--- config.mk ---
export PLATFORM = sky130hd
export DESIGN_NAME = lowpass_ch_sched_flat
export DESIGN_NICKNAME = d
export VERILOG_FILES = /design/src/rtl/lowpass_ch_sched_if.sv /design/src/rtl/lowpass_ch_sched.sv /design/src/flat_wrapper.sv
export SDC_FILE = /design/constraint.sdc
export NUM_CORES = 1
export LEC_CHECK = 0
export BUFFER_PORTS_ARGS = -buffer_cell sky130_fd_sc_hd__buf_2
export CAP_MARGIN = 25
export CORE_ASPECT_RATIO = 1.4
export CORE_UTILIZATION = 40
export DETAILED_ROUTE_END_ITERATION = 16
export HOLD_SLACK_MARGIN = 0.05
export PLACE_DENSITY = 0.6
export SLEW_MARGIN = 20
export SYNTH_ARGS = -nofsm -noshare
export SYNTH_HDL_FRONTEND = slang
export SYNTH_SLANG_ARGS = --single-unit
--- constraint.sdc ---
create_clock -name s_axis_aclk -period 6.99 [get_ports s_axis_aclk]
set_clock_uncertainty 0.1 [all_clocks]
set_input_delay 1.0485 -clock s_axis_aclk [delete_from_list [all_inputs] [get_ports s_axis_aclk]]
set_output_delay 1.0485 -clock s_axis_aclk [all_outputs]
set_load 0.005 [all_outputs]
--- src/rtl/lowpass_ch_sched_if.sv ---
// lowpass_ch_sched_if: per-channel input streams and the single FIR-side stream of the scheduler
interface lowpass_ch_sched_if #(parameter int NUM_CH = 8);
  logic [NUM_CH*24-1:0] ch_tdata;
  logic [NUM_CH-1:0] ch_tvalid, ch_tready, ch_enable;
  logic [23:0] m_axis_tdata;
  logic m_axis_tvalid, m_axis_tready, m_axis_tlast, busy;
  logic [2:0] m_axis_tuser;
  modport master (
    output ch_tdata, ch_tvalid, ch_enable, m_axis_tready,
    input ch_tready, m_axis_tdata, m_axis_tvalid, m_axis_tuser, m_axis_tlast, busy
  );
  modport slave (
    input ch_tdata, ch_tvalid, ch_enable, m_axis_tready,
    output ch_tready, m_axis_tdata, m_axis_tvalid, m_axis_tuser, m_axis_tlast, busy
  );
endinterface

--- src/rtl/lowpass_ch_sched.sv ---
// lowpass_ch_sched: per-channel FIFOs serialised round-robin onto one stream, channel index on tuser
module lowpass_ch_sched #(
  parameter int NUM_CH = 8,
  parameter int DEPTH  = 4
) (
  input logic s_axis_aclk,
  input logic s_axis_arstn,
  lowpass_ch_sched_if.slave bus
);
  localparam int AW = $clog2(DEPTH);
  localparam int CW = AW + 1;
  logic [23:0] r_mem [NUM_CH][DEPTH];
  logic [AW-1:0] r_wp [NUM_CH];
  logic [AW-1:0] r_rp [NUM_CH];
  logic [CW-1:0] r_cnt [NUM_CH];
  logic [2:0] r_last, r_user;
  logic [23:0] r_data;
  logic r_valid, r_tlast;
  logic [NUM_CH-1:0] w_full, w_empty, w_push, w_pop, w_elig;
  logic [2:0] w_grant, w_hi;
  logic w_found, w_load;
  always_comb begin
    for (int i = 0; i < NUM_CH; i++) begin
      w_full[i] = r_cnt[i] == CW'(DEPTH);
      w_empty[i] = r_cnt[i] == '0;
    end
  end
  // ready comes only from registered occupancy, never from m_axis_tready
  assign bus.ch_tready = {NUM_CH{s_axis_arstn}} & bus.ch_enable & ~w_full;
  assign w_push = bus.ch_tvalid & bus.ch_tready;
  assign w_elig = bus.ch_enable & ~w_empty;
  assign w_load = !r_valid | bus.m_axis_tready;
  assign w_pop = {NUM_CH{w_load & w_found}} & (NUM_CH'(1) << w_grant);
  always_comb begin
    w_found = 1'b0;
    w_grant = '0;
    w_hi = '0;
    for (int i = 0; i < NUM_CH; i++)
      if (bus.ch_enable[i]) w_hi = 3'(i);
    for (int i = 1; i <= NUM_CH; i++)
      if (!w_found && w_elig[(int'(r_last) + i) % NUM_CH]) begin
        w_found = 1'b1;
        w_grant = 3'((int'(r_last) + i) % NUM_CH);
      end
  end
  always_ff @(posedge s_axis_aclk) begin
    for (int i = 0; i < NUM_CH; i++)
      if (w_push[i]) r_mem[i][r_wp[i]] <= bus.ch_tdata[24*i +: 24];
  end
  always_ff @(posedge s_axis_aclk or negedge s_axis_arstn) begin
    if (!s_axis_arstn) begin
      for (int i = 0; i < NUM_CH; i++) begin
        r_wp[i] <= '0;
        r_rp[i] <= '0;
        r_cnt[i] <= '0;
      end
    end else begin
      for (int i = 0; i < NUM_CH; i++) begin
        if (w_push[i]) r_wp[i] <= r_wp[i] + 1'b1;
        if (w_pop[i]) r_rp[i] <= r_rp[i] + 1'b1;
        r_cnt[i] <= r_cnt[i] + CW'(w_push[i]) - CW'(w_pop[i]);
      end
    end
  end
  always_ff @(posedge s_axis_aclk or negedge s_axis_arstn) begin
    if (!s_axis_arstn) begin
      r_valid <= 1'b0;
      r_data <= '0;
      r_user <= '0;
      r_tlast <= 1'b0;
      r_last <= 3'(NUM_CH - 1);
    end else if (w_load) begin
      r_valid <= w_found;
      if (w_found) begin
        r_data <= r_mem[w_grant][r_rp[w_grant]];
        r_user <= w_grant;
        r_tlast <= w_grant == w_hi;
        r_last <= w_grant;
      end
    end
  end
  assign bus.m_axis_tvalid = r_valid;
  assign bus.m_axis_tdata = r_data;
  assign bus.m_axis_tuser = r_user;
  assign bus.m_axis_tlast = r_tlast;
  assign bus.busy = r_valid | ~(&w_empty);
endmodule

--- src/flat_wrapper.sv ---
// flat-port wrapper written by rule: the top's interface ports become plain ports
module lowpass_ch_sched_flat 
#(
  parameter int NUM_CH = 8,
  parameter int DEPTH  = 4
)
  (s_axis_aclk, s_axis_arstn, bus_ch_tdata, bus_ch_tvalid, bus_ch_enable, bus_m_axis_tready, bus_ch_tready, bus_m_axis_tdata, bus_m_axis_tvalid, bus_m_axis_tuser, bus_m_axis_tlast, bus_busy);
  lowpass_ch_sched_if #(.NUM_CH(NUM_CH)) bus_i ();
  input logic s_axis_aclk;
  input logic s_axis_arstn;
  input wire logic [$bits(bus_i.ch_tdata)-1:0] bus_ch_tdata;
  input wire logic [$bits(bus_i.ch_tvalid)-1:0] bus_ch_tvalid;
  input wire logic [$bits(bus_i.ch_enable)-1:0] bus_ch_enable;
  input wire logic [$bits(bus_i.m_axis_tready)-1:0] bus_m_axis_tready;
  output wire logic [$bits(bus_i.ch_tready)-1:0] bus_ch_tready;
  output wire logic [$bits(bus_i.m_axis_tdata)-1:0] bus_m_axis_tdata;
  output wire logic [$bits(bus_i.m_axis_tvalid)-1:0] bus_m_axis_tvalid;
  output wire logic [$bits(bus_i.m_axis_tuser)-1:0] bus_m_axis_tuser;
  output wire logic [$bits(bus_i.m_axis_tlast)-1:0] bus_m_axis_tlast;
  output wire logic [$bits(bus_i.busy)-1:0] bus_busy;
  assign bus_i.ch_tdata = bus_ch_tdata;
  assign bus_i.ch_tvalid = bus_ch_tvalid;
  assign bus_i.ch_enable = bus_ch_enable;
  assign bus_i.m_axis_tready = bus_m_axis_tready;
  assign bus_ch_tready = bus_i.ch_tready;
  assign bus_m_axis_tdata = bus_i.m_axis_tdata;
  assign bus_m_axis_tvalid = bus_i.m_axis_tvalid;
  assign bus_m_axis_tuser = bus_i.m_axis_tuser;
  assign bus_m_axis_tlast = bus_i.m_axis_tlast;
  assign bus_busy = bus_i.busy;
  lowpass_ch_sched #(.NUM_CH(NUM_CH), .DEPTH(DEPTH)) u_core (.s_axis_aclk(s_axis_aclk), .s_axis_arstn(s_axis_arstn), .bus(bus_i));
endmodule
Word level (Yosys, flattened, before mapping)
Memories as Yosys holds them, arrays and structs flattened.
Cells that the tools add are included.
{"block": "word_totals", "regBits": 88, "ram_bits": 768, "in_bits": 211, "out_inout_bits": 38, "wordCells": 261, "n_memories": 1}
{"name": "u_core.r_mem", "depth": 8, "word_bits": 96, "rd": 1, "rd_ports_with_merged_regs": 0, "write_ports": 8, "line": "lowpass_ch_sched.sv:12", "source": "logic [23:0] r_mem [NUM_CH][DEPTH];"}
{"block": "classes", "add_sub_neg": 40, "n_lt_le_gt_ge": 26, "eq_ne": 9, "shifts": 1, "n_mux": 85, "bitwise": 29, "reduce_logical": 41}
{"operator": "$mux W96", "n": 8}
{"operator": "$demux W24 S2", "n": 8}
{"operator": "$mux W24", "n": 10}
{"operator": "$bmux W24 S2", "n": 1}
{"operator": "$and A8 B8 Y8", "n": 5}
{"operator": "$lt A4 B5 Y1 const B", "n": 8}
{"operator": "$mux W3", "n": 12}
{"operator": "$mux W1", "n": 33}
{"operator": "$add A2 B1 Y2 const B", "n": 16}
{"operator": "$ge A3 B3 Y1 const B", "n": 9}
{"operator": "$not A2 Y3", "n": 9}
{"operator": "$add A3 B1 Y3", "n": 8}
{"operator": "$bmux W1 S3", "n": 8}
{"operator": "$eq A3 B3 Y1 const B", "n": 8}
{"operator": "$logic_not A3 Y1", "n": 8}
{"operator": "$lt A3 B1 Y1 const B", "n": 8}
{"operator": "$reduce_or A3 Y1", "n": 8}
{"operator": "$sub A3 B1 Y3", "n": 8}
{"operator": "$not A8 Y8", "n": 2}
{"operator": "$logic_and A1 B1 Y1", "n": 15}
{"operator": "$add A3 B3 Y3 const B", "n": 4}
{"operator": "$and A1 B1 Y1 const A", "n": 8}
{"operator": "$logic_not A1 Y1", "n": 8}
{"operator": "$mux W2", "n": 4}
{"operator": "other kinds (12)", "n": 15}

Longest topological paths before layout
{"block": "depth", "word_depth": 36, "mapped_depth": 23, "mapped_depth_nobuf": 16}

Worst setup path after synthesis
No wires, ideal clock.
{"block": "synth_path", "kind": "flip-flop to flip-flop", "from": "reg u_core.r_last[0]", "to": "reg u_core.r_cnt[5] (netlist bit)", "setup_ns": 0.128, "arrival_ns": 5.665, "required_ns": 6.762, "setup_slack_ns": 1.097, "path_stages_with_launch": 22, "path_buffers": 5, "period_less_slack_ns": 5.893, "path_cell_list": "dfstp_2 -> buf_2 -> clkinv_1 -> clkbuf_1 -> ha_1 -> clkbuf_1 -> mux4_2 -> mux2_2 -> or3_1 -> or3b_1 -> buf_2 -> o221ai_1 -> nand2_2 -> buf_2 -> nor4_2 -> ha_1 -> inv_1 -> ha_1 -> inv_1 -> fa_1 -> xnor2_1 -> xnor2_1"}
{"block": "synth_between", "elab_chain_len": 29, "word_cells_on_any_way": 66, "cone_classes": "add/sub: 9; shift: 1; mux: 40; bitwise: 2; reduce/logical: 14"}
{"element": "start, declared", "line": "lowpass_ch_sched.sv:16", "source": "logic [2:0] r_last, r_user;"}
{"element": "start signal, assigned", "line": "lowpass_ch_sched.sv:71", "source": "r_last <= 3'(NUM_CH - 1);"}
{"element": "start signal, assigned", "line": "lowpass_ch_sched.sv:78", "source": "r_last <= w_grant;"}
{"element": "$add A3 B1 Y3", "line": "lowpass_ch_sched.sv:41, lowpass_ch_sched.sv:43"}
{"element": "$bmux W1 S3", "line": "lowpass_ch_sched.sv:41", "source": "if (!w_found && w_elig[(int'(r_last) + i) % NUM_CH]) begin"}
{"element": "$mux W1 (not written as such) (2 in a row)", "line": "lowpass_ch_sched.sv:41"}
{"element": "$mux W1", "line": "lowpass_ch_sched.sv:41"}
{"element": "$logic_not A1 Y1", "line": "lowpass_ch_sched.sv:41"}
{"element": "$logic_and A1 B1 Y1", "line": "lowpass_ch_sched.sv:41"}
{"element": "$mux W1", "line": "lowpass_ch_sched.sv:41"}
{"element": "$logic_not A1 Y1", "line": "lowpass_ch_sched.sv:41"}
{"element": "[13 not listed]"}
{"element": "$mux W1", "line": "lowpass_ch_sched.sv:41"}
{"element": "$logic_not A1 Y1", "line": "lowpass_ch_sched.sv:41"}
{"element": "$logic_and A1 B1 Y1", "line": "lowpass_ch_sched.sv:41"}
{"element": "$mux W1 / $mux W3 (equally long branches)", "line": "lowpass_ch_sched.sv:41"}
{"element": "$and A1 B1 Y1 / $shl A1 B3 Y8 (equally long branches)", "line": "lowpass_ch_sched.sv:33", "source": "assign w_pop = {NUM_CH{w_load & w_found}} & (NUM_CH'(1) << w_grant);"}
{"element": "$and A8 B8 Y8 (*)", "line": "lowpass_ch_sched.sv:33"}
{"element": "named net u_core.w_pop[6]", "line": "lowpass_ch_sched.sv:19", "source": "logic [NUM_CH-1:0] w_full, w_empty, w_push, w_pop, w_elig;"}
{"element": "$sub A3 B1 Y3 (*)", "line": "lowpass_ch_sched.sv:61", "source": "r_cnt[i] <= r_cnt[i] + CW'(w_push[i]) - CW'(w_pop[i]);"}
{"element": "end signal, assigned by index", "line": "lowpass_ch_sched.sv:61"}
{"element": "end, declared", "line": "lowpass_ch_sched.sv:15", "source": "logic [CW-1:0] r_cnt [NUM_CH];"}
Mark *: on every way through the listed nets, which the timed path passes. The rest lies on a longest branch. The select of a mux whose other input is x is not followed.
A chain may end at the register's enable or synchronous reset.

Worst setup path in the final report
{"block": "layout_path", "from": "reg u_core.r_last[1]", "to": "reg u_core.r_data[7], in the netlist u_core.bus.m_axis_tdata[7]"}
{"block": "layout_between", "elab_chain_len": 34, "word_cells_on_any_way": 72, "cone_classes": "add/sub: 8; mux: 46; bitwise: 2; reduce/logical: 15; memory: 1"}
{"element": "$add A3 B1 Y3", "line": "lowpass_ch_sched.sv:41, lowpass_ch_sched.sv:43"}
{"element": "$bmux W1 S3", "line": "lowpass_ch_sched.sv:41"}
{"element": "$mux W1 (not written as such) (2 in a row)", "line": "lowpass_ch_sched.sv:41"}
{"element": "$mux W1", "line": "lowpass_ch_sched.sv:41"}
{"element": "$logic_not A1 Y1", "line": "lowpass_ch_sched.sv:41"}
{"element": "$logic_and A1 B1 Y1", "line": "lowpass_ch_sched.sv:41"}
{"element": "$mux W1", "line": "lowpass_ch_sched.sv:41"}
{"element": "$logic_not A1 Y1", "line": "lowpass_ch_sched.sv:41"}
{"element": "[15 not listed]"}
{"element": "$logic_and A1 B1 Y1", "line": "lowpass_ch_sched.sv:41"}
{"element": "$mux W3", "line": "lowpass_ch_sched.sv:41"}
{"element": "$not A3 Y4 (not written as such)", "line": "lowpass_ch_sched.sv:75", "source": "r_data <= r_mem[w_grant][r_rp[w_grant]];"}
{"element": "$bmux W2 S3", "line": "lowpass_ch_sched.sv:75"}
{"element": "$mux W2 (not written as such) (2 in a row)", "line": "lowpass_ch_sched.sv:75"}
{"element": "$not A2 Y3 (not written as such)", "line": "lowpass_ch_sched.sv:75"}
{"element": "$bmux W24 S2", "line": "lowpass_ch_sched.sv:75"}
{"element": "$mux W24 (not written as such) (2 in a row)", "line": "lowpass_ch_sched.sv:75"}
{"element": "end signal, assigned", "line": "lowpass_ch_sched.sv:75"}
{"element": "end, declared", "line": "lowpass_ch_sched.sv:17", "source": "logic [23:0] r_data;"}
Parallel ways exist; a longest one is shown, timed or not. The select of a mux whose other input is x is not followed.

==> summary.md <==
| Metric | Value |
|---|---|
| Net count reported at finish | `2816` |
| Worst-case clock buffer depth | `3` |
| RSZ-0062 raised after global routing | `no` |
| DIE WIDTH | `256 um` |
| Final Wtd Congestion | `0.861` |
| Worst path arrival time | `6.42 ns` |
| Prevailing post-synth register cell | `sky130_fd_sc_hd__edfxtp_1` |
| Worst-Skew Late Latency | `0.64 ns` |
| Most common cell after layout, fill and taps aside | `sky130_fd_sc_hd__edfxtp_1` |
| Clock buffers created by TritonCTS | `82` |
| Run status | `completed` |
| Distinct cells, synth | `79` |
| Async SR Flop Fraction | `10.3%` |
| Yosys warnings | `0` |
| Critical Setup Path Class | `reg -> reg` |
| #FFs+latches synth | `856` |
| Setup Total Neg Slack | `0 ns` |
| Max stage delay on crit path | `0.82 ns` |
| Worst Setup End Kind | `register` |
| Worst relative slew slack | `25.7%` |
| CTS tree | `built` |
| Total routing usage reported by global routing | `25.6%` |
| Total Die Area | `91600 um^2` |
| Routed Wire Length | `120000 um` |
| Overall overflow remaining after global route | `0` |
| Clock Sink Count | `856` |
| Mean instance size in the synthesized netlist | `15.9 um^2` |
| Post-synth top area cell | `sky130_fd_sc_hd__edfxtp_1` |
| Number of global-route vias before repair | `22200` |
| EDFF count, synth | `768` |
| Family with the most delay on the worst path | `compound AO/OA/AOI/OAI gates` |
| Row count | `130` |
| Depth of the CTS H-tree | `3` |
| Area share of the leading cell type in the synthesized netlist | `63.8%` |
| Count of pins over their slew limit | `0` |
| Fin worst setup slack | `0.961 ns` |
| Instance count after placement with tap cells included | `3651` |
| Count of buffer and inverter cells on the critical path | `3` |
| Reported max-cap violation count | `0` |
| First-pass DRT Iterations | `5` |
| Sequential share of the synthesized area | `69.9%` |
| Largest driver fanout on the critical path | `23` |
| # setup viols final | `0` |
| Cts hold-fix bufs | `0` |
| Growth of design area from synthesis to finish | `15.4%` |
| Die extent in y | `358 um` |
| Routed len/inst | `31.4 um` |
| Worst path most repeated cell | `sky130_fd_sc_hd__buf_4` |
| Crit share post-route | `86.3%` |
| Crit-path cells | `inv_1, ha_1, mux4_2, mux2_2, or3_1, or2_2, nor2_1, o32a_2, buf_4, nand2_1, buf_4, o22ai_1, o21ai_0, o211ai_1, nand3_1` |
| Estimated wirelength of the detail-placed design | `74000 um` |
| Mapped cell area | `36100 um^2` |
| Remaining routing DRC violations | `0` |
| Clk root buf | `sky130_fd_sc_hd__clkbuf_16` |
| Final non-filler cell total | `3810` |
| I/O Buffers | `248` |
| IO Count | `249` |
| Fin crit period | `6.03 ns` |
| Count of vias placed by the detailed router | `22400` |
| Number of hold violations in the final report | `0` |
| Classification of the worst-slack hold path | `reg -> reg` |
| Post-synth net total | `2543` |
| Initial core utilization | `40.3%` |
| Cell with the largest stage delay on the worst path | `sky130_fd_sc_hd__o32a_2` |
| Vias per inst | `5.87` |
| Share of cells above drive strength 1 | `25.5%` |
| Pre-CTS WS | `1.03 ns` |
| Post-CTS Resized | `0` |
| Crit path required time | `7.38 ns` |
| Detailed Route Iter0 Violations | `2369` |
| Core region area | `89600 um^2` |
| Top library cells by usage in the layout, fill and taps aside | `sky130_fd_sc_hd__edfxtp_1, sky130_fd_sc_hd__buf_2, sky130_fd_sc_hd__mux2i_1, sky130_fd_sc_hd__nand2_1, sky130_fd_sc_hd__mux2_2` |
| Cell types with the largest area share after synthesis | `sky130_fd_sc_hd__edfxtp_1, sky130_fd_sc_hd__mux2i_1, sky130_fd_sc_hd__dfrtp_1` |
| Antenna violations before repair | `26` |
| Antenna Nets Post-Route | `0` |
| Fraction of the core area covered by cells at the end of the flow | `46.5%` |
| Pin count of the biggest net entering global routing | `157` |
| Slew at the pin closest to its max-slew limit | `1.11 ns` |
| Clock Pin Slew Worst Setup and Hold Paths | `0.07 ns` |
| Cells after Synth | `2274` |
| Worst Setup Start Kind | `register` |
| First-pass GRT wire length | `165000 um` |
| Setup fix buffers added after clock tree synthesis | `0` |
| Achievable Freq | `166 MHz` |
## routing by layer
| metal | track usage [%] | vias to the layer above | wire [um] |
|---|---|---|---|
| met2 | 43.7 | 1169 | 58700 |
| li1 | - | 9456 | - |
| met5 | 0 | - | 148 |
| met1 | 32.0 | 11500 | 45900 |
| met4 | 10.3 | 22 | 4600 |
| met3 | 5.15 | 251 | 10300 |
## stage by stage
stage | hold slack (ns) | area [um^2]
finish | 0.373 | 41700
global route | 0.389 | 41700
CTS | 0.378 | 41700
detailed placement | 0.365 | 39000
global placement | 0.362 | 38900
floorplan | 0.337 | 36100
## state kept, by name (all words and copies together), names as in the netlist
register,count
u_core.bus.m_axis_tdata,24
u_core.bus.m_axis_tlast,1
u_core.bus.m_axis_tuser,3
u_core.bus.m_axis_tvalid,1
u_core.r_cnt,24
u_core.r_last,3
u_core.r_mem,768
u_core.r_rp,16
u_core.r_wp,16
## cell usage after synthesis, types with 15 or more instances
cell	number
sky130_fd_sc_hd__and3_1	33
sky130_fd_sc_hd__nand3_1	28
sky130_fd_sc_hd__buf_2	58
sky130_fd_sc_hd__o21ai_1	27
sky130_fd_sc_hd__mux2i_1	232
sky130_fd_sc_hd__dfrtp_1	85
sky130_fd_sc_hd__clkbuf_1	42
sky130_fd_sc_hd__mux2_2	141
sky130_fd_sc_hd__o21ai_0	47
sky130_fd_sc_hd__o22ai_1	73
sky130_fd_sc_hd__o221ai_1	27
sky130_fd_sc_hd__a32o_1	24
sky130_fd_sc_hd__buf_1	15
sky130_fd_sc_hd__nor2_1	36
sky130_fd_sc_hd__a221oi_1	49
sky130_fd_sc_hd__ha_1	50
sky130_fd_sc_hd__xnor2_1	34
sky130_fd_sc_hd__a21oi_1	59
sky130_fd_sc_hd__nand2_1	173
sky130_fd_sc_hd__edfxtp_1	768
sky130_fd_sc_hd__o211ai_1	27
sky130_fd_sc_hd__inv_1	53
sky130_fd_sc_hd__o22a_1	26
## logic make-up after synthesis
logic type | share of synthesized area, %
DFF | 69.9
AOI/OAI and AO/OA | 8.36
muxes | 11.7
and+or+nand+nor | 4.30
buffers and inverters | 2.46
adders and majority gates | 2.17
xor gates and xnor gates | 1.09
## worst paths after layout
check	slack (ns)	endpoint	cells past startpoint	start
min reg2reg	0.37	u_core.r_rp[13]	1	u_core.r_rp[13]
max	0.96	u_core.bus.m_axis_tdata[7]	15	u_core.r_last[1]
max in group asynchronous	5.05	u_core.bus.m_axis_tdata[23]	2	s_axis_arstn
min	0.37	u_core.r_rp[13]	1	u_core.r_rp[13]
min in group asynchronous	0.44	u_core.r_cnt[11]	1	s_axis_arstn
max reg2reg	0.96	u_core.bus.m_axis_tdata[7]	15	u_core.r_last[1]
## cell type report
class | instances | area [um^2]
Tap cell | 1188 | 1490
Multi-Input combinational cell | 1231 | 10100
Inverter | 55 | 206
Clock inverter | 40 | 414
Timing Repair Buffer | 321 | 1950
Antenna cell | 9 | 22.5
Fill cell | 7672 | 47900
Clock buffer | 110 | 2270
Sequential cell | 856 | 25300
Power is left out: the tool's default activity adds up to more than one toggle a clock period on the data nets, which glitch-free logic cannot reach.
